File: src/rtl/tt_uio_arb_pkg.sv
// Shared types and counter widths for the uio bus arbiter.
// Widths cover the full legal parameter ranges so every instance shares one layout.
package tt_uio_arb_pkg;

    localparam int unsigned TURN_CYCLES_MAX = 15;
    localparam int unsigned MAX_HOLD_MAX    = 255;
    localparam int unsigned TURN_W          = $clog2(TURN_CYCLES_MAX + 1);
    localparam int unsigned HOLD_W          = $clog2(MAX_HOLD_MAX + 1);

    typedef enum logic [1:0] {
        StIdle = 2'd0,
        StTurn = 2'd1,
        StOwnA = 2'd2,
        StOwnB = 2'd3
    } arb_state_e;

endpackage

File: src/rtl/tt_uio_arbiter_if.sv
// Requester/pad signal bundle for the uio arbiter.
// The slave modport is the arbiter's view; the master modport is the requester/pad side.
interface tt_uio_arbiter_if;

    logic       ena;
    logic       req_a;
    logic       req_b;
    logic [7:0] out_a;
    logic [7:0] out_b;
    logic [7:0] oe_a;
    logic [7:0] oe_b;
    logic       gnt_a;
    logic       gnt_b;
    logic [7:0] uio_out;
    logic [7:0] uio_oe;
    logic [7:0] uio_in;
    logic [7:0] uio_in_sync;

    modport slave (
        input  ena, req_a, req_b, out_a, out_b, oe_a, oe_b, uio_in,
        output gnt_a, gnt_b, uio_out, uio_oe, uio_in_sync
    );

    modport master (
        output ena, req_a, req_b, out_a, out_b, oe_a, oe_b, uio_in,
        input  gnt_a, gnt_b, uio_out, uio_oe, uio_in_sync
    );

endinterface

File: src/rtl/tt_sync2.sv
// Two-flop synchronizer with asynchronous active-low reset.
module tt_sync2 #(
    parameter int unsigned WIDTH = 8
) (
    input  logic             clk,
    input  logic             rst_n,
    input  logic [WIDTH-1:0] d,
    output logic [WIDTH-1:0] q
);

    logic [WIDTH-1:0] meta_q;
    logic [WIDTH-1:0] sync_q;

    always_ff @(posedge clk or negedge rst_n) begin
        if (!rst_n) begin
            meta_q <= '0;
            sync_q <= '0;
        end else begin
            meta_q <= d;
            sync_q <= meta_q;
        end
    end

    assign q = sync_q;

endmodule

File: src/rtl/tt_uio_arbiter.sv
// Round-robin arbiter sharing the uio pads between two requesters, with a dead-cycle
// turnaround between owners and a hold limit that only bites under contention.
module tt_uio_arbiter #(
    parameter int unsigned TURN_CYCLES = 1,
    parameter int unsigned MAX_HOLD    = 16
) (
    input  logic            clk,
    input  logic            rst_n,
    tt_uio_arbiter_if.slave bus
);

    import tt_uio_arb_pkg::*;

    localparam logic [TURN_W-1:0] TurnLast = TURN_W'(TURN_CYCLES - 1);
    localparam logic [HOLD_W-1:0] MaxHold  = HOLD_W'(MAX_HOLD);

    arb_state_e        state_q, state_d;
    logic              last_b_q, last_b_d;
    logic              target_b_q, target_b_d;
    logic [HOLD_W-1:0] hold_q, hold_d, hold_inc;
    logic [TURN_W-1:0] turn_q, turn_d;
    logic              preempt;

    always_ff @(posedge clk or negedge rst_n) begin
        if (!rst_n) begin
            state_q    <= StIdle;
            last_b_q   <= 1'b1;
            target_b_q <= 1'b0;
            hold_q     <= '0;
            turn_q     <= '0;
        end else begin
            state_q    <= state_d;
            last_b_q   <= last_b_d;
            target_b_q <= target_b_d;
            hold_q     <= hold_d;
            turn_q     <= turn_d;
        end
    end

    // hold_inc is the owned-cycle count including the cycle now ending.
    assign hold_inc = (hold_q == MaxHold) ? hold_q : hold_q + 1'b1;
    assign preempt  = (hold_inc == MaxHold);

    always_comb begin
        state_d    = state_q;
        last_b_d   = last_b_q;
        target_b_d = target_b_q;
        hold_d     = '0;
        turn_d     = '0;

        unique case (state_q)
            StIdle: begin
                if (bus.req_a && (!bus.req_b || last_b_q)) state_d = StOwnA;
                else if (bus.req_b)                        state_d = StOwnB;
            end
            StTurn: begin
                if (turn_q == TurnLast) begin
                    if (target_b_q ? bus.req_b : bus.req_a) begin
                        state_d = target_b_q ? StOwnB : StOwnA;
                    end else if (target_b_q ? bus.req_a : bus.req_b) begin
                        state_d = target_b_q ? StOwnA : StOwnB;
                    end else begin
                        state_d = StIdle;
                    end
                end
            end
            StOwnA: begin
                if (!bus.req_a || (preempt && bus.req_b)) begin
                    state_d    = bus.req_b ? StTurn : StIdle;
                    target_b_d = 1'b1;
                end
            end
            StOwnB: begin
                if (!bus.req_b || (preempt && bus.req_a)) begin
                    state_d    = bus.req_a ? StTurn : StIdle;
                    target_b_d = 1'b0;
                end
            end
            default: state_d = StIdle;
        endcase

        if (!bus.ena) state_d = StIdle;

        if (state_d == StOwnA && state_q != StOwnA) last_b_d = 1'b0;
        if (state_d == StOwnB && state_q != StOwnB) last_b_d = 1'b1;

        // Counters run only while staying in the same state; any transition clears them.
        if ((state_q == StOwnA || state_q == StOwnB) && state_d == state_q) hold_d = hold_inc;
        if (state_q == StTurn && state_d == StTurn) turn_d = turn_q + 1'b1;
    end

    assign bus.gnt_a   = (state_q == StOwnA);
    assign bus.gnt_b   = (state_q == StOwnB);
    assign bus.uio_out = (state_q == StOwnA) ? bus.out_a :
                         (state_q == StOwnB) ? bus.out_b : 8'h00;
    assign bus.uio_oe  = (state_q == StOwnA) ? bus.oe_a :
                         (state_q == StOwnB) ? bus.oe_b : 8'h00;

    tt_sync2 #(
        .WIDTH (8)
    ) u_sync (
        .clk   (clk),
        .rst_n (rst_n),
        .d     (bus.uio_in),
        .q     (bus.uio_in_sync)
    );

endmodule

File: src/flat_wrapper.sv
// flat-port wrapper written by rule: the top's interface ports become plain ports
module tt_uio_arbiter_flat import tt_uio_arb_pkg::*;
#(
    parameter int unsigned TURN_CYCLES = 1,
    parameter int unsigned MAX_HOLD    = 16
)
  (clk, rst_n, bus_ena, bus_req_a, bus_req_b, bus_out_a, bus_out_b, bus_oe_a, bus_oe_b, bus_uio_in, bus_gnt_a, bus_gnt_b, bus_uio_out, bus_uio_oe, bus_uio_in_sync);
  tt_uio_arbiter_if bus_i ();
  input  logic clk;
  input  logic rst_n;
  input wire logic [$bits(bus_i.ena)-1:0] bus_ena;
  input wire logic [$bits(bus_i.req_a)-1:0] bus_req_a;
  input wire logic [$bits(bus_i.req_b)-1:0] bus_req_b;
  input wire logic [$bits(bus_i.out_a)-1:0] bus_out_a;
  input wire logic [$bits(bus_i.out_b)-1:0] bus_out_b;
  input wire logic [$bits(bus_i.oe_a)-1:0] bus_oe_a;
  input wire logic [$bits(bus_i.oe_b)-1:0] bus_oe_b;
  input wire logic [$bits(bus_i.uio_in)-1:0] bus_uio_in;
  output wire logic [$bits(bus_i.gnt_a)-1:0] bus_gnt_a;
  output wire logic [$bits(bus_i.gnt_b)-1:0] bus_gnt_b;
  output wire logic [$bits(bus_i.uio_out)-1:0] bus_uio_out;
  output wire logic [$bits(bus_i.uio_oe)-1:0] bus_uio_oe;
  output wire logic [$bits(bus_i.uio_in_sync)-1:0] bus_uio_in_sync;
  assign bus_i.ena = bus_ena;
  assign bus_i.req_a = bus_req_a;
  assign bus_i.req_b = bus_req_b;
  assign bus_i.out_a = bus_out_a;
  assign bus_i.out_b = bus_out_b;
  assign bus_i.oe_a = bus_oe_a;
  assign bus_i.oe_b = bus_oe_b;
  assign bus_i.uio_in = bus_uio_in;
  assign bus_gnt_a = bus_i.gnt_a;
  assign bus_gnt_b = bus_i.gnt_b;
  assign bus_uio_out = bus_i.uio_out;
  assign bus_uio_oe = bus_i.uio_oe;
  assign bus_uio_in_sync = bus_i.uio_in_sync;
  tt_uio_arbiter #(.TURN_CYCLES(TURN_CYCLES), .MAX_HOLD(MAX_HOLD)) u_core (.clk(clk), .rst_n(rst_n), .bus(bus_i));
endmodule
File: config.mk
export PLATFORM = sky130hd
export DESIGN_NAME = tt_uio_arbiter_flat
export DESIGN_NICKNAME = d
export VERILOG_FILES = /design/src/rtl/tt_uio_arb_pkg.sv /design/src/rtl/tt_uio_arbiter_if.sv /design/src/rtl/tt_sync2.sv /design/src/rtl/tt_uio_arbiter.sv /design/src/flat_wrapper.sv
export SDC_FILE = /design/constraint.sdc
export NUM_CORES = 1
export LEC_CHECK = 0
export CORE_UTILIZATION = 47
export DETAILED_ROUTE_END_ITERATION = 6
export PLACE_DENSITY = 0.85
export SYNTH_ARGS = -nofsm -noshare
export SYNTH_HDL_FRONTEND = slang
export SYNTH_SLANG_ARGS = --single-unit
File: constraint.sdc
create_clock -name clk -period 4.05 [get_ports clk]
set_clock_uncertainty 0.2 [all_clocks]
set_input_delay 1.0125 -clock clk [delete_from_list [all_inputs] [get_ports clk]]
set_output_delay 1.0125 -clock clk [all_outputs]
set_load 0.005 [all_outputs]
---- Yosys cells after proc, flatten, opt, wreduce, memory -nomap -nowiden ----
Cells that the tools add are included.
word-level totals
  word-level logic and storage cells ...... 67
  register bits ........................... 32
  bits of input ports ..................... 45
  output and inout bits ................... 26
cells by class
  $add $sub $neg .......................... 2
  multiplexer cells ....................... 27
  equality and inequality tests ........... 13
  reductions and logical operators ........ 18
operators by type and width
  operator             number
  $mux 8               6
  $eq 8x5->1 const B   2
  $mux 2               8
  $mux 1               10
  $add 8x1->8 const B  1
  $eq 2x2->1 const B   4
  $pmux 2 s4           1
  $logic_and 1x1->1    7
  $add 4x1->4 const B  1
  $eq 2x1->1 const B   2
  $logic_not 4->1      1
  $logic_or 1x1->1     4
  $mux 4               1
  $ne 2x1->1 const B   2
  $ne 2x2->1 const B   2
  $reduce_bool 2->1    2
  $reduce_and 3->1     1
  $eq 2x2->1           1
  $logic_not 1->1      2
  $logic_not 2->1      1
  $pmux 1 s2           1

---- Depth between registers and ports, before layout ----
Gate-level depths: netlist of run 1.
  depth after elaboration ................. 12
  gate-level depth with buffers ........... 9
  gate-level depth less buffers ........... 8

---- Cells and area by module ----
A second synthesis of run 1 with hierarchy kept.
unflattened totals
  cell total of the unflattened synthesis .. 168
  area, all modules ....................... 1,671.6 um^2
by module, submodules not included
  module          times used  area an instance (um^2)  seq. area each (um^2)  cells an instance
  tt_uio_arbiter  1           1,271.2                  401.6                  152
  tt_sync2        1           400.4                    400.4                  16

---- Worst setup path after synthesis of run 1 ----
No wires, ideal clock.
  kind .................................... flip-flop to output port
  start point ............................. reg u_core.state_q[0]
  end point ............................... out bus_uio_oe[4]
  buffers on the path ..................... 3
  path slack .............................. 1.055 ns
  arrival ................................. 1.783 ns
  required time ........................... 2.838 ns
  stages on the path, launching flop included .. 6
  path through ............................ dfrtp_1 -> clkbuf_1 -> buf_1 -> buf_1 -> mux2i_1 -> nor2_1
between the ends
  longest elaborated chain between the ends .. 3
  elaborated cells between the ends (all ways) .. 4
  classes of those cells .................. eq/ne: 2; mux: 2
RTL lines
  element                 RTL line              RTL
  from (decl)             tt_uio_arbiter.sv:17  arb_state_e state_q, state_d;
  from (signal assigned)  tt_uio_arbiter.sv:26  state_q <= StIdle;
  from (signal assigned)  tt_uio_arbiter.sv:32  state_q <= state_d;
  $eq 2x2->1              tt_uio_arbiter.sv:97  (state_q == StOwnB) ? bus.oe_b : 8'h00;
  $mux 8                  tt_uio_arbiter.sv:97
  $mux 8 (*)              tt_uio_arbiter.sv:96  assign bus.uio_oe = (state_q == StOwnA) ? bus.oe_a :
  to (decl)               flat_wrapper.sv:22    output wire logic [$bits(bus_i.uio_oe)-1:0] bus_uio_oe;
Mark *: on every way between the ends. The rest lies on a longest branch, timed or not.

---- Worst setup path after layout of run 1 ----
  start point ............................. in bus_out_b[6]
  end point ............................... out bus_uio_out[6]
between the ends
  longest elaborated chain between the ends .. 2
RTL lines
  element      RTL line              RTL
  from (decl)  flat_wrapper.sv:15    input wire logic [$bits(bus_i.out_b)-1:0] bus_out_b;
  $mux 8       tt_uio_arbiter.sv:95  (state_q == StOwnB) ? bus.out_b : 8'h00;
  $mux 8       tt_uio_arbiter.sv:94  assign bus.uio_out = (state_q == StOwnA) ? bus.out_a :
  to (decl)    flat_wrapper.sv:21    output wire logic [$bits(bus_i.uio_out)-1:0] bus_uio_out;
No other way between the ends.

==> reports/results.ini, run 1 <==
[status]
outcome = completed

[sta]
rsz0062_at_grt = false
report.final.slew_viol_count = 0
hold_violations = 0
setup_viol = 0
fmax_ghz = 0.293
worst_slew_pin_slew_ns = 0.957
period_needed_ns = 3.41
slew_headroom_pct = 36.2
setup-tns-final_ns = 0
finalCritPeriodShare_pct = 84.2

[layout]
nets = 305
drive_above_1_share_pct = 9.34
area_growth_pct = 42.9
stdcell_count = 305
insertedDiodeCount = 0
fin_util_pct = 71.1
fillers = 276

[floorplan]
die-width_um = 64.9
die_y_um = 64.9
die_area_um2 = 4220
num_rows = 22
io_pins = 71
start_util_pct = 49.7
fp.coreArea_um2 = 3740

[worst_setup_path]
critPathLaunch = bus_out_b[6]
crit_fanout = 1
rrSetupSlack_ns = 1.14
critPathKind = in -> out
r2r_start = u_core.state_q[0]
start_kind = input port
cp_data_arrival_time_ns = 2.20
end_kind = output pin
required_ns = 2.84

[routing]
dr.pass1.iters = 5
wl_per_cell_um = 14.4
via_count = 1598
wirelength_um = 4390
viasPerCell = 5.24
drc = 0
first_iter_violations = 100
drtAntennaViolNets = 0

[synth]
synth_seq_cells = 32
syn_avg_cell_area_um2 = 9.85
ys_seq_area_share_pct = 43.1
syn_area_um2 = 1860
synth_nets = 238
synthFlopType = dfrtp_1
ys_warn_count = 0
synth_edf_count = 0
async_flop_share_pct = 100
syn_inst = 189
ys_types = 53

[pwr]
p_comb_share_pct = 29.2
p_leak_nw = 1.12
netSwitchingFraction_pct = 29.7
powerDensity_nw_per_um2 = 329
netSwitchingPower_uw = 260
internal_power_uw = 616
seqPwrFrac_pct = 42.8
clkPwrFrac_pct = 28.0
ir_worst_vdd_mv = 0.223

[min_path]
hold_start = u_core.u_sync.meta_q[7]
hold_class = reg -> reg

[clocking]
cts_tree = done
cts_sinks = 32
clkLatencyLatePin_ns = 0.28
cts_made_buffers = 5
cts_root_buf = clkbuf_8
clkTransAtPathRegs_ns = 0.07
cts_resized = 0
cts_hold_buf = 0
post_cts_buffers = 0
htree_levels = 2
max-clock-path-buffers = 2

[global_routing]
overflow = 0
grt_max_degree = 33
antenna_found_initial = 0
grt_pass1_wl_um = 7070
grt_usage_pct = 22.2
first_global_vias = 1521

[placed_design]
port_buffers = 70
dp_hpwl_um = 3320
placed_cells = 297
routabilityCongestion = 0.784

[job]
maxCapViolations = 0

-- per-layer routing --
layer / vias up / global-route usage [%] / wire (um)
li1: 790 / - / -
met1: 746 / 28.9 / 1840
met2: 53 / 36.2 / 2290
met3: 9 / 3.87 / 175
met4: 0 / 9.44 / 79
met5: - / 0 / 0
-- path summary, 6_finish.rpt --
kind / end / cells after the start
setup / recovery: bus_uio_out[6] / 4
hold / removal: u_core.u_sync.q[7] / 0
setup reg to reg: u_core.hold_q[4] / 7
hold reg to reg: u_core.u_sync.q[7] / 0
max in group asynchronous: u_core.last_b_q / 2
min in group asynchronous: u_core.target_b_q / 2
-- through the flow --
| step | hold slack (ns) | setup WS, ns | power (mW) | area, um2 |
|---|---|---|---|---|
| 6_report | 0.149 | 0.639 | 0.876 | 2660 |
| 3_3_place_gp | 0.132 | 0.625 | 0.631 | 2570 |
| 5_1_grt | 0.150 | 0.573 | 0.924 | 2660 |
| 2_1_floorplan | 0.131 | 1.05 | 0.504 | 1860 |
| 3_5_place_dp | 0.135 | 0.525 | 0.636 | 2570 |
| 4_1_cts | 0.148 | 0.623 | 0.882 | 2660 |
-- cell usage after synthesis (2+ instances only) --
master     n  area [um2]
a21oi_1    5        25.0
nand3_1    6        30.0
and3_1     2        12.5
a21boi_0   2        15.0
mux2i_1   17         170
o21ai_0    2        10.0
buf_6      2        22.5
or2_2      2        12.5
o31ai_1    2        15.0
a211oi_2   3        37.5
xnor2_1    4        35.0
buf_4      2        15.0
a21o_1     2        15.0
nand2b_1   3        18.8
inv_1      9        33.8
nor3_1     4        20.0
o21ai_1    2        10.0
nor2b_1    2        12.5
nand2_1    7        26.3
nor2_1    33         124
ha_1       4        50.1
clkbuf_1   5        18.8
buf_1      2        7.51
xor2_1     6        52.6
dfrtp_1   31         776
o22ai_1    2        12.5
a211oi_1   2        15.0
-- final cells by class --
class / count / area (um2) / share of cell area, %
flip-flops and latches: 32 / 802 / 30.1
clock buffers: 5 / 68.8 / 2.59
inverters: 9 / 33.8 / 1.27
repair buffers: 72 / 716 / 26.9
clock inverters: 3 / 23.8 / 0.893
multi-input cells: 136 / 957 / 36.0
well taps: 48 / 60.1 / 2.26
-- sequential cells by signal, summed over array words and instances, names as in the netlist --
register              count
u_core.u_sync.q           8
u_core.turn_q             4
u_core.u_sync.meta_q      8
u_core.last_b_q           1
u_core.hold_q             8
u_core.state_q            2
u_core.target_b_q         1
-- cells by family (layout without fill, tap and decap cells) --
family / count (synthesis) / in the layout / synth area share, %
flip-flops: 32 / 32 / 43.1
buffers and inverters: 21 / 89 / 5.51
XOR/XNOR: 10 / 10 / 4.70
AND/OR/NAND/NOR: 72 / 72 / 20.8
multiplexers: 17 / 17 / 9.14
AO/OA/AOI/OAI: 33 / 33 / 14.0
adder cells (fa/ha/maj): 4 / 4 / 2.69
-- cells in the final DEF (no fill, tap or decap), types with 2 or more instances in the layout --
master	instances
or2_2	2
a21o_1	2
a21boi_0	2
inv_1	9
o21ai_1	2
mux2i_1	17
nand2b_1	3
nor2_1	33
clkinvlp_4	2
xnor2_1	4
clkbuf_8	5
o21ai_0	2
xor2_1	6
and3_1	2
nor2b_1	2
nor3_1	4
clkdlybuf4s50_1	70
nand2_1	7
ha_1	4
a211oi_1	2
a211oi_2	3
dfrtp_1	31
o22ai_1	2
a21oi_1	5
buf_4	2
o31ai_1	2
nand3_1	6
-- power groups by stage --
stage / Sequential [mW] / Combinational [mW] / Clock (mW)
2_1_floorplan: 0.361 / 0.143 / 0
3_3_place_gp: 0.379 / 0.252 / 0
3_5_place_dp: 0.380 / 0.256 / 0
4_1_cts: 0.374 / 0.257 / 0.250
5_1_grt: 0.378 / 0.281 / 0.264
6_report: 0.375 / 0.256 / 0.245
-- worst max-delay path: stages --
cell	delay (ns)
clkdlybuf4s50_1	0.45
mux2i_1	0.07
nor2_1	0.15
clkdlybuf4s50_1	0.52
Note: power is estimated with default switching activity, not from simulation.
==> run 2: changes to the inputs <==
CORE_UTILIZATION = 40   (was 47)
PLACE_DENSITY = 0.77   (was 0.85)
clock period = 2.95 ns   (was 4.05 ns; I/O delays follow)
==> reports/results.ini, run 2 (same netlist as run 1, synthesis figures left out) <==
[global_routing]
grt_max_degree = 33  ; unchanged
first_global_vias = 1625  ; +6.8%
antenna_found_initial = 0  ; unchanged
overflow = 0  ; unchanged
grt_usage_pct = 19.2  ; -3.0 points
grt_pass1_wl_um = 7300  ; +3.2%

[routing]
first_iter_violations = 78  ; -22%
viasPerCell = 5.03  ; -4.0%
drtAntennaViolNets = 0  ; unchanged
dr.pass1.iters = 4  ; -1
wl_per_cell_um = 13.9  ; -3.3%
drc = 0  ; unchanged
wirelength_um = 4430  ; +0.82%
via_count = 1600  ; +0.13%

[clocking]
htree_levels = 2  ; unchanged
clkLatencyLatePin_ns = 0.29  ; about the same
clkTransAtPathRegs_ns = 0.07  ; about the same
cts_tree = done
cts_root_buf = clkbuf_8
cts_sinks = 32  ; unchanged
max-clock-path-buffers = 2  ; unchanged
cts_made_buffers = 5  ; unchanged

[floorplan]
num_rows = 24  ; +9.1%
io_pins = 71  ; unchanged
die_y_um = 70.2  ; +8.1%
die_area_um2 = 4930  ; +17%
start_util_pct = 42.2  ; -7.6 points
fp.coreArea_um2 = 4410  ; +18%
die-width_um = 70.2  ; +8.1%

[worst_setup_path]
critPathKind = in -> out
end_kind = output pin
crit_path_frequent_cell = clkdlybuf4s50_1
worst_path_max_delay_cell = clkdlybuf4s50_1
crit_fanout = 1  ; unchanged
cp_data_arrival_time_ns = 1.89  ; -0.31 ns
max_stage_delay_ns = 0.52  ; about the same
rrSetupSlack_ns = 0.34  ; -0.80 ns
required_ns = 2.01  ; -0.83 ns
start_kind = input port
crit_chain = clkdlybuf4s50_1 -> mux2i_1 -> nor2_1 -> clkdlybuf4s50_1

[layout]
final_cell_mix = clkdlybuf4s50_1 (70), nor2_1 (33), dfrtp_1 (30), mux2i_1 (17), buf_4 (11)
nets = 314  ; +3.0%
insertedDiodeCount = 0  ; unchanged
area_growth_pct = 48.3
drive_above_1_share_pct = 13.2  ; +3.8 points
final_common_cell = clkdlybuf4s50_1

[sta]
slew_headroom_pct = 71.4  ; +35 points
layout_setup_ws_ns = 0.122  ; -0.517 ns
fmax_ghz = 0.354
worst_slew_pin_slew_ns = 0.426  ; -0.531 ns
report.final.slew_viol_count = 0  ; unchanged
whs_ns = 0.148  ; -0.000714 ns
period_needed_ns = 2.83
hold_violations = 0  ; unchanged
setup_viol = 0  ; unchanged
rsz0062_at_grt = false
finalCritPeriodShare_pct = 95.8

[pwr]
powerDensity_nw_per_um2 = 476  ; +45%
p_leak_nw = 1.17  ; +4.8%
ir_worst_vdd_mv = 0.377  ; +69%

[placed_design]
dp_hpwl_um = 3400  ; +2.6%
port_buffers = 70  ; unchanged
preCtsSetupSlack_ns = -0.0554  ; -0.580 ns
routabilityCongestion = 0.837  ; +6.8%

[min_path]
hold_class = reg -> reg

[job]
maxCapViolations = 0  ; unchanged

[status]
outcome = completed

[run 2: path summary, 6_finish.rpt]
path	cells past startpoint	start	endpoint
max in group asynchronous	2	rst_n	u_core.last_b_q
min in group asynchronous	2	rst_n	u_core.hold_q[5]
min	0	u_core.u_sync.meta_q[0]	u_core.u_sync.q[0]
max	4	bus_oe_b[1]	bus_uio_oe[1]
max reg2reg	8	u_core.hold_q[1]	u_core.state_q[1]
min reg2reg	0	u_core.u_sync.meta_q[0]	u_core.u_sync.q[0]
[run 2: power by group]
group          total (mW)  internal, mW  switching, mW
Combinational       0.396         0.225          0.171
Sequential          0.488         0.471         0.0178
Clock               0.430         0.254          0.176
Total                1.31         0.950          0.365
[run 2: final cells by class]
class	instances	area (um2)
Clock buffer	5	68.8
Clock inverter	3	46.3
Fill cell	349	1650
Inverter	9	37.5
Multi-Input combinational cell	136	957
Sequential cell	32	803
Tap cell	52	65.1
Timing Repair Buffer	81	783
[run 2: per-stage QoR]
stage	TNS, ns	power (mW)	util (%)	instances	cell area (um2)
6_report	0	1.31	62.6	318	2760
5_1_grt	0	1.39	62.6	318	2760
4_1_cts	0	1.32	62.3	317	2750
3_5_place_dp	-0.269	0.888	59.7	309	2630
3_3_place_gp	0	0.880	59.7	309	2630
2_1_floorplan	0	0.692	-	189	1860
[run 2: metal layers]
metal | GRT usage [%] | routed length [um]
met1 | 22.1 | 1860
met2 | 33.4 | 2360
met3 | 6.06 | 149
met4 | 6.44 | 59
met5 | 0 | 0
[run 2: repair_timing]
item,in CTS,in global routing
buffers inserted,0,1
endpoints found under the setup margin,0,17
gates resized for setup,0,2
hold buffers,0,0
[run 2: critical path: cells and delay by family]
kind	cells	cell delay, ns
muxes	1	0.07
buffers and inverters	2	0.97
and+or+nand+nor	1	0.11
==> run 3: changes to the inputs <==
==> constraint.sdc (replaced) <==
create_clock -name clk -period 2.95 [get_ports clk]
set_clock_uncertainty 0.2 [all_clocks]
set_input_delay 0.4425 -clock clk [delete_from_list [all_inputs] [get_ports clk]]
set_output_delay 0.4425 -clock clk [all_outputs]
set_load 0.005 [all_outputs]
==> reports/results.ini, run 3 (same netlist as run 1, synthesis figures left out) <==
[status]
outcome = completed

[routing]
viasPerCell = 5.02  ; -0.25%
drc = 0  ; unchanged
wl_per_cell_um = 13.4  ; -3.4%
via_count = 1591  ; -0.56%
first_iter_violations = 50  ; -36%
wirelength_um = 4260  ; -3.7%
drtAntennaViolNets = 0  ; unchanged
dr.pass1.iters = 4  ; unchanged

[layout]
fin_util_pct = 62.0  ; -0.54 points
final_cell_mix = clkdlybuf4s50_1 (70), nor2_1 (33), dfrtp_1 (31), mux2i_1 (17), buf_4 (11)
fillers = 373  ; +6.9%
nets = 314  ; unchanged
area_growth_pct = 47.0
final_common_cell = clkdlybuf4s50_1
stdcell_count = 317  ; -0.31%
drive_above_1_share_pct = 12.1  ; -1.1 points
design_area_um2 = 2740  ; -0.86%
insertedDiodeCount = 0  ; unchanged

[global_routing]
first_global_vias = 1581  ; -2.7%
grt_pass1_wl_um = 7100  ; -2.7%
grt_usage_pct = 18.2  ; -1.0 points
antenna_found_initial = 0  ; unchanged
overflow = 0  ; unchanged
grt_max_degree = 33  ; unchanged

[worst_setup_path]
cp_top_family = buffers and inverters
start_kind = register
r2r_start = u_core.hold_q[1]
critical_path_depth = 4  ; unchanged
critPathKind = reg -> out
path_buf_inv = 2  ; unchanged
critPathLaunch = u_core.state_q[0]
cp-endpoint = bus_uio_oe[0]
crit_fanout = 16  ; +15
reg2reg_depth = 8  ; unchanged
cp_data_arrival_time_ns = 2.01  ; +0.12 ns
required_ns = 2.31  ; +0.30 ns
end_kind = output pin
crit_chain = buf_4 -> mux2i_1 -> nor2_1 -> clkdlybuf4s50_1
rrSetupSlack_ns = 0.33  ; about the same
r2r_end = u_core.target_b_q
max_stage_delay_ns = 0.68  ; +0.16 ns
worst_path_max_delay_cell = dfrtp_1

[clocking]
cts_root_buf = clkbuf_8
cts_tree = done
cts_resized = 0  ; unchanged
clkTransAtPathRegs_ns = 0.06  ; about the same
max-clock-path-buffers = 2  ; unchanged
cts_sinks = 32  ; unchanged
htree_levels = 2  ; unchanged
clkLatencyLatePin_ns = 0.28  ; about the same
cts_hold_buf = 0  ; unchanged
cts_made_buffers = 5  ; unchanged
post_cts_buffers = 0  ; unchanged

[pwr]
netSwitchingPower_uw = 332  ; -8.9%
ir_worst_vdd_mv = 0.320  ; -15%
internal_power_uw = 902  ; -5.0%
clkPwrFrac_pct = 28.6  ; -4.1 points
netSwitchingFraction_pct = 26.9  ; -0.82 points
powerDensity_nw_per_um2 = 451  ; -5.3%
p_leak_nw = 1.18  ; +0.15%
seqPwrFrac_pct = 39.7  ; +2.5 points
power_mw = 1.23  ; -6.1%
p_comb_share_pct = 31.8  ; +1.7 points

[min_path]
hold_class = reg -> reg

[floorplan]
num_rows = 24  ; unchanged
fp.coreArea_um2 = 4410  ; unchanged
start_util_pct = 42.2  ; unchanged
die-width_um = 70.2  ; unchanged
die_y_um = 70.2  ; unchanged
io_pins = 71  ; unchanged
die_area_um2 = 4930  ; unchanged

[sta]
fmax_ghz = 0.377  ; +6.7%
report.final.slew_viol_count = 0  ; unchanged
finalCritPeriodShare_pct = 89.8  ; -6.0 points
setup-tns-final_ns = 0  ; unchanged
hold_violations = 0  ; unchanged
layout_setup_ws_ns = 0.301  ; +0.178 ns
rsz0062_at_grt = false
setup_viol = 0  ; unchanged
whs_ns = 0.144  ; -0.00456 ns
worst_slew_pin_slew_ns = 0.566  ; +0.140 ns
period_needed_ns = 2.65  ; -0.178 ns
slew_headroom_pct = 62.2  ; -9.2 points

[placed_design]
placement.cell_area_um2 = 2640  ; +0.28%
placed_cells = 310  ; +0.32%
port_buffers = 70  ; unchanged
routabilityCongestion = 0.862  ; +3.0%
dp_hpwl_um = 3330  ; -2.3%
preCtsSetupSlack_ns = 0.246  ; +0.301 ns

[job]
maxCapViolations = 0  ; unchanged

run 3: power by group through the flow:
stage | Sequential, mW | Clock [mW] | Combinational (mW)
CTS | 0.490 | 0.363 | 0.396
global route | 0.493 | 0.384 | 0.428
finish | 0.490 | 0.353 | 0.392
detailed placement | 0.498 | 0 | 0.394
global placement | 0.497 | 0 | 0.387
floorplan | 0.495 | 0 | 0.197
run 3: worst min path at each step:
stage                                       start                  to  slack [ns]  cells past startpoint
final                     u_core.u_sync.meta_q[0]  u_core.u_sync.q[0]        0.14                      0
after global routing      u_core.u_sync.meta_q[4]  u_core.u_sync.q[4]        0.16                      0
after CTS                 u_core.u_sync.meta_q[0]  u_core.u_sync.q[0]        0.15                      0
after detailed placement  u_core.u_sync.meta_q[4]  u_core.u_sync.q[4]        0.14                      0
after global placement    u_core.u_sync.meta_q[1]  u_core.u_sync.q[1]        0.13                      0
after floorplan                             rst_n    u_core.hold_q[0]       -0.05                      0
run 3: metal layers:
| layer | GRT usage [%] | wire [um] | vias up |
|---|---|---|---|
| met2 | 31.5 | 2240 | 28 |
| li1 | - | - | 799 |
| met1 | 22.5 | 1850 | 757 |
| met4 | 5.33 | 46 | 0 |
| met5 | 0 | 0 | - |
| met3 | 4.04 | 118 | 7 |
run 3: area by class of cell:
type,count,area (um2),share of cell area [%]
clock buffer,7,96.3,3.52
timing repair buffer,81,783,28.6
inverter,9,33.8,1.23
tap,52,65.1,2.38
sequential,32,802,29.3
multi-input combinational,136,957,35.0
==> RTL edit 1: new RTL, flow settings as in run 3 <==
The 4 states of `arb_state_e` get a Gray code encoding in 2 bits.
--- a/src/rtl/tt_uio_arb_pkg.sv
+++ b/src/rtl/tt_uio_arb_pkg.sv
@@ -8,10 +8,10 @@
     localparam int unsigned HOLD_W          = $clog2(MAX_HOLD_MAX + 1);
 
     typedef enum logic [1:0] {
-        StIdle = 2'd0,
-        StTurn = 2'd1,
-        StOwnA = 2'd2,
-        StOwnB = 2'd3
+        StIdle = 2'b00,
+        StTurn = 2'b01,
+        StOwnA = 2'b11,
+        StOwnB = 2'b10
     } arb_state_e;
 
 endpackage
Formal check against the unedited RTL: same outputs for any inputs over 10 cycles, from zero or initial values and one cycle with rst_n low; not proved beyond that.
==> RTL edit 1 against run 3 <==
  * Sequential power shrank 3%
  * Setup slack lost 0.063 ns
  * Synthesized cell count shrank 16%
  * Sequential cell count is the same
  * Power shrank 10%
  * Global-route usage shrank 0.59 points
  * Final area shrank 8.0%
  * Synthesized area shrank 11%
  * Sequential share of layout area grew 2.5 points
  * Wire length shrank 15%
  * Via count shrank 13%
  * Register-to-register slack gained 0.62 ns
  * Cell count shrank 10%
  * Non-clock buffer count shrank 9
==> RTL edit 1: results (changes against run 3) <==
* Fill cell total of the finished layout at 334 (-10%)
* Slowest stage cell on the critical path: sky130_fd_sc_hd__clkdlybuf4s50_1
* Vias in the first global route at 1323 (-16%)
* Slew of the pin with the lowest slew margin at 0.485 ns (-0.0813 ns)
* Share of post-route cells with drive strength above 1 at 8.55% (-3.5 points)
* Leakage power total at 1.03 nW (-12%)
* Maximum fanout encountered on the critical timing path at 18 (+2)
* List of most frequent post-synthesis cells: sky130_fd_sc_hd__dfrtp_1, sky130_fd_sc_hd__nor2_1, sky130_fd_sc_hd__mux2i_1
* Average via count per standard cell at 4.88 (-2.8%)
* Synth Instances at 159 (-16%)
* Net count of the mapped netlist at 208 (-13%)
* Non-Filler Cell Area, Final at 0.00252 mm2 (-8.0%)
* Maximum vdd drop at 365 uV (+14%)
* Initial antenna violation count at 0 (unchanged)
* Area after detailed placement at 0.00241 mm2 (-8.7%)
* Final cell count without fillers at 284 (-10%)
* Largest cells by area after synthesis: sky130_fd_sc_hd__dfrtp_1, sky130_fd_sc_hd__mux2i_1, sky130_fd_sc_hd__nor2_1
* Inserted Diodes at 0 (unchanged)
* DP Worst Slack at 0.570 ns (+0.325 ns)
* Detailed-routing iteration count for the pre-antenna-repair pass at 4 (unchanged)
* Worst Path Arrival at 2.07 ns (+0.06 ns)
* Clk pin slew, worst setup/hold paths at around 0.070 ns
* Number of cells on the worst hold path at 0 (unchanged)
* Total routing resource utilization after global routing at 17.6% (-0.59 points)
* Sequential fraction of the synthesis area at 48.2% (+5.1 points)
* Total Neg Setup Slack at 0 ns (unchanged)
* Number of warnings issued by yosys at 0 (unchanged)
* Register-to-Register Path Depth at 6 (-2)
* Placer Congestion at 0.801 (-7.0%)
* Fraction of synthesis flops using an asynchronous set or reset pin at 100% (unchanged)
* HPWL after detailed placement at 2.77 mm (-17%)
* Starting DRT DRC Count at 76 (+52%)
* Clock buffers created by TritonCTS at 5 (unchanged)
* Largest net degree at the start of global routing at 33 (unchanged)
* Wire length of the first global-routing pass at 5.74 mm (-19%)
* Number of resized instances in the post-cts repair step at 0 (unchanged)
* Unique masters post-synth at 45 (-15%)
* Status: complete, no violations
* Max stage delay on crit path at 0.54 ns (-0.14 ns)
* Final wirelength at 3.62 mm (-15%)
## RTL edit 1: power by group
part / switching, mW / internal [mW]
combinational: 0.0846 / 0.140
clock: 0.155 / 0.250
sequential: 0.0142 / 0.463
## RTL edit 1: layer usage
metal | vias to the layer above | share of wire (%) | global-route usage [%]
li1 | 691 | - | -
met1 | 659 | 42 | 20.9
met2 | 31 | 53 | 30.4
met3 | 5 | 4.2 | 5.48
met4 | 0 | 1.1 | 5.32
met5 | - | 0 | 0
## RTL edit 1: cell type report
class,count,area share (%)
sequential,32,31.8
multi-input combinational,113,31.6
timing repair buffer,72,28.4
clock buffer,6,2.88
tap,50,2.48
clock inverter,2,1.39
inverter,9,1.34
## RTL edit 1: logic make-up after synthesis
kind of cell,synth area share [%]
AO/OA/AOI/OAI,9.99
XOR/XNOR,5.26
adder cells (fa/ha/maj),3.01
buffers and inverters,3.98
flip-flops,48.2
multiplexers,10.9
AND/OR/NAND/NOR,18.7
## RTL edit 1: worst max-delay path: cells and delay by family (launching register included)
| kind | cells | cell delay [ns] |
|---|---|---|
| flops | 1 | 0.52 |
| simple gates | 1 | 0.25 |
| buf+inv | 2 | 1.02 |
## RTL edit 1: worst paths after layout
kind | startpoint | end | slack (ns)
setup / recovery | u_core.state_q[1] | bus_uio_out[4] | 0.24
hold / removal | u_core.u_sync.meta_q[2] | u_core.u_sync.q[2] | 0.15
setup reg to reg | u_core.hold_q[0] | u_core.target_b_q | 0.95
hold reg to reg | u_core.u_sync.meta_q[2] | u_core.u_sync.q[2] | 0.15
max in group asynchronous | rst_n | u_core.last_b_q | 1.88
min in group asynchronous | rst_n | u_core.target_b_q | 0.35
==> RTL edit 2: new RTL, settings of run 3 <==
Made on the original files. The package constant `TURN_CYCLES_MAX` goes from 15 to 17.
--- a/src/rtl/tt_uio_arb_pkg.sv
+++ b/src/rtl/tt_uio_arb_pkg.sv
@@ -2,7 +2,7 @@
 // Widths cover the full legal parameter ranges so every instance shares one layout.
 package tt_uio_arb_pkg;
 
-    localparam int unsigned TURN_CYCLES_MAX = 15;
+    localparam int unsigned TURN_CYCLES_MAX = 17;
     localparam int unsigned MAX_HOLD_MAX    = 255;
     localparam int unsigned TURN_W          = $clog2(TURN_CYCLES_MAX + 1);
     localparam int unsigned HOLD_W          = $clog2(MAX_HOLD_MAX + 1);
Function: no difference found for any inputs over 10 cycles, from zero or initial values and one cycle with rst_n low; that may be too few to reach the edited logic, so the function may still have changed.
==> RTL edit 2 against run 3 <==
  * Via count fell by 6.6%
  * Final area shrank 3.3%
  * Power down 15%
  * Wire length is 13% lower
  * Fmax up 2.6%
  * Synthesized area down 2.5%
  * Sequential cell count increased by 1
  * Sequential share of layout area is 2.0 points higher
  * Setup slack better by 0.067 ns
==> RTL edit 2: results (changes against run 3) <==
* Status: complete, no violations
* H-Tree Level Count at 2 (unchanged)
* Largest cells by area after synthesis: sky130_fd_sc_hd__dfrtp_1, sky130_fd_sc_hd__mux2i_1, sky130_fd_sc_hd__nor2b_1
* Number of warnings issued by yosys at 0 (unchanged)
* Register-to-register setup slack at 0.41 ns (+0.08 ns)
* DR DRC count at 0 (unchanged)
* Max stage delay on crit path at 0.75 ns (+0.07 ns)
* Vias after detailed routing at 1486 (-6.6%)
* Initial antenna violation count at 0 (unchanged)
* Net count of the finished layout at 298 (-5.1%)
* Total routing resource utilization after global routing at 16.7% (-1.5 points)
* HPWL after detailed placement at 2.86 mm (-14%)
* Detailed-routing iteration count for the pre-antenna-repair pass at 4 (unchanged)
* Share of post-route cells with drive strength above 1 at 7.20% (-4.9 points)
* Placer Congestion at 0.785 (-8.9%)
* CTS Buffer Depth at 2 (unchanged)
* Worst Path Arrival at 1.94 ns (-0.07 ns)
* Buffer cell driving the clock tree root: sky130_fd_sc_hd__clkbuf_8
* Worst R2R End: u_core.turn_q[2]
* Wire length of the first global-routing pass at 6.40 mm (-9.8%)
* Family with the most delay on the worst path: flip-flops
* Endpoint with the worst hold slack: u_core.u_sync.q[5]
* Maximum vdd drop at 299 uV (-6.7%)
* Leakage power total at 1.06 nW (-9.8%)
* Beginning of the worst register-to-register path: u_core.hold_q[0]
* Maximum fanout encountered on the critical timing path at 27 (+11)
* List of most frequent post-synthesis cells: sky130_fd_sc_hd__dfrtp_1, sky130_fd_sc_hd__nor2b_1, sky130_fd_sc_hd__mux2i_1
* Slew of the pin with the lowest slew margin at 0.636 ns (+0.0703 ns)
* Net count of the mapped netlist at 226 (-5.0%)
* Top_reg_cell synth: sky130_fd_sc_hd__dfrtp_1
* Vias in the first global route at 1372 (-13%)
* Sequential fraction of the synthesis area at 45.6% (+2.5 points)
* Source of the worst hold timing path: u_core.u_sync.meta_q[5]
* Routed wirelength normalized by instance count at 12.3 um (-8.8%)
* Number of max-slew violations in the final report at 0 (unchanged)
* Critical path depth in cells at 2 (-2)
* Unique masters post-synth at 44 (-17%)
* Inserted Diodes at 0 (unchanged)
* Largest net degree at the start of global routing at 34 (+3.0%)
RTL edit 2: changes by cell type after synthesis, sizes merged, moves of 3 or more:
cell | run 3 | this run
buf | 7 | 2
nor2 | 34 | 14
nand2b | 3 | 6
inv | 9 | 6
nor2b | 2 | 19
a211oi | 5 | 1
o21ai | 4 | 7
nand4 | 0 | 3
RTL edit 2: worst max-delay path by stage:
stage,from,to,slack [ns]
5_1_grt,u_core.hold_q[0],u_core.hold_q[4],0.19
6_report,u_core.state_q[1],bus_gnt_a,0.37
3_5_place_dp,bus_req_a,u_core.hold_q[6],0.24
4_1_cts,u_core.state_q[1],bus_gnt_a,0.35
2_1_floorplan,u_core.hold_q[0],u_core.turn_q[2],0.61
3_3_place_gp,bus_req_a,u_core.hold_q[6],0.37
RTL edit 2: cell families (layout without fill, tap and decap cells):
logic type,count (synthesis),after routing,share of synthesized area [%]
and+or+nand+nor,70,70,21.4
buffers and inverters,14,87,3.38
DFF,33,33,45.6
xor gates and xnor gates,11,11,5.31
AOI/OAI and AO/OA,28,28,11.9
adders and majority gates,4,4,2.76
muxes,17,17,9.65
RTL edit 2: layout make-up:
cell class,instances,area (um2)
clock buffer,7,76.3
clock inverter,1,5.00
fill,389,1710
inverter,6,22.5
multi-input combinational,130,927
sequential,33,827
tap,52,65.1
timing repair buffer,73,723
RTL edit 2: metrics by stage:
step | util, % | area (um2) | hold WS [ns] | setup slack [ns] | instances
after floorplan | - | 1820 | -0.0531 | 0.605 | 177
after global placement | 58.9 | 2560 | 0.132 | 0.366 | 294
final | 60.8 | 2650 | 0.150 | 0.368 | 302
after CTS | 60.8 | 2650 | 0.153 | 0.351 | 302
after detailed placement | 58.9 | 2560 | 0.139 | 0.243 | 294
after global routing | 60.8 | 2650 | 0.160 | 0.189 | 302
RTL edit 2: power by group:
| part | switching, mW | total (mW) | internal, mW |
|---|---|---|---|
| Clock | 0.143 | 0.308 | 0.165 |
| Combinational | 0.0911 | 0.243 | 0.152 |
| Sequential | 0.0192 | 0.495 | 0.476 |
RTL edit 2: worst register-to-register path, delay by kind of cell (launching register included):
kind / cells / cell delay, ns
adders and majority gates: 1 / 0.14
buffers and inverters: 1 / 0.10
DFF: 1 / 0.44
and+or+nand+nor: 4 / 0.99
AOI/OAI and AO/OA: 1 / 0.22
muxes: 1 / 0.35
RTL edit 2: routing by layer:
layer  track usage (%)  share of wire [%]
met2              28.0                 50
met5                 0                  0
met3              4.36                5.1
met1              20.9                 44
met4              5.44                1.1
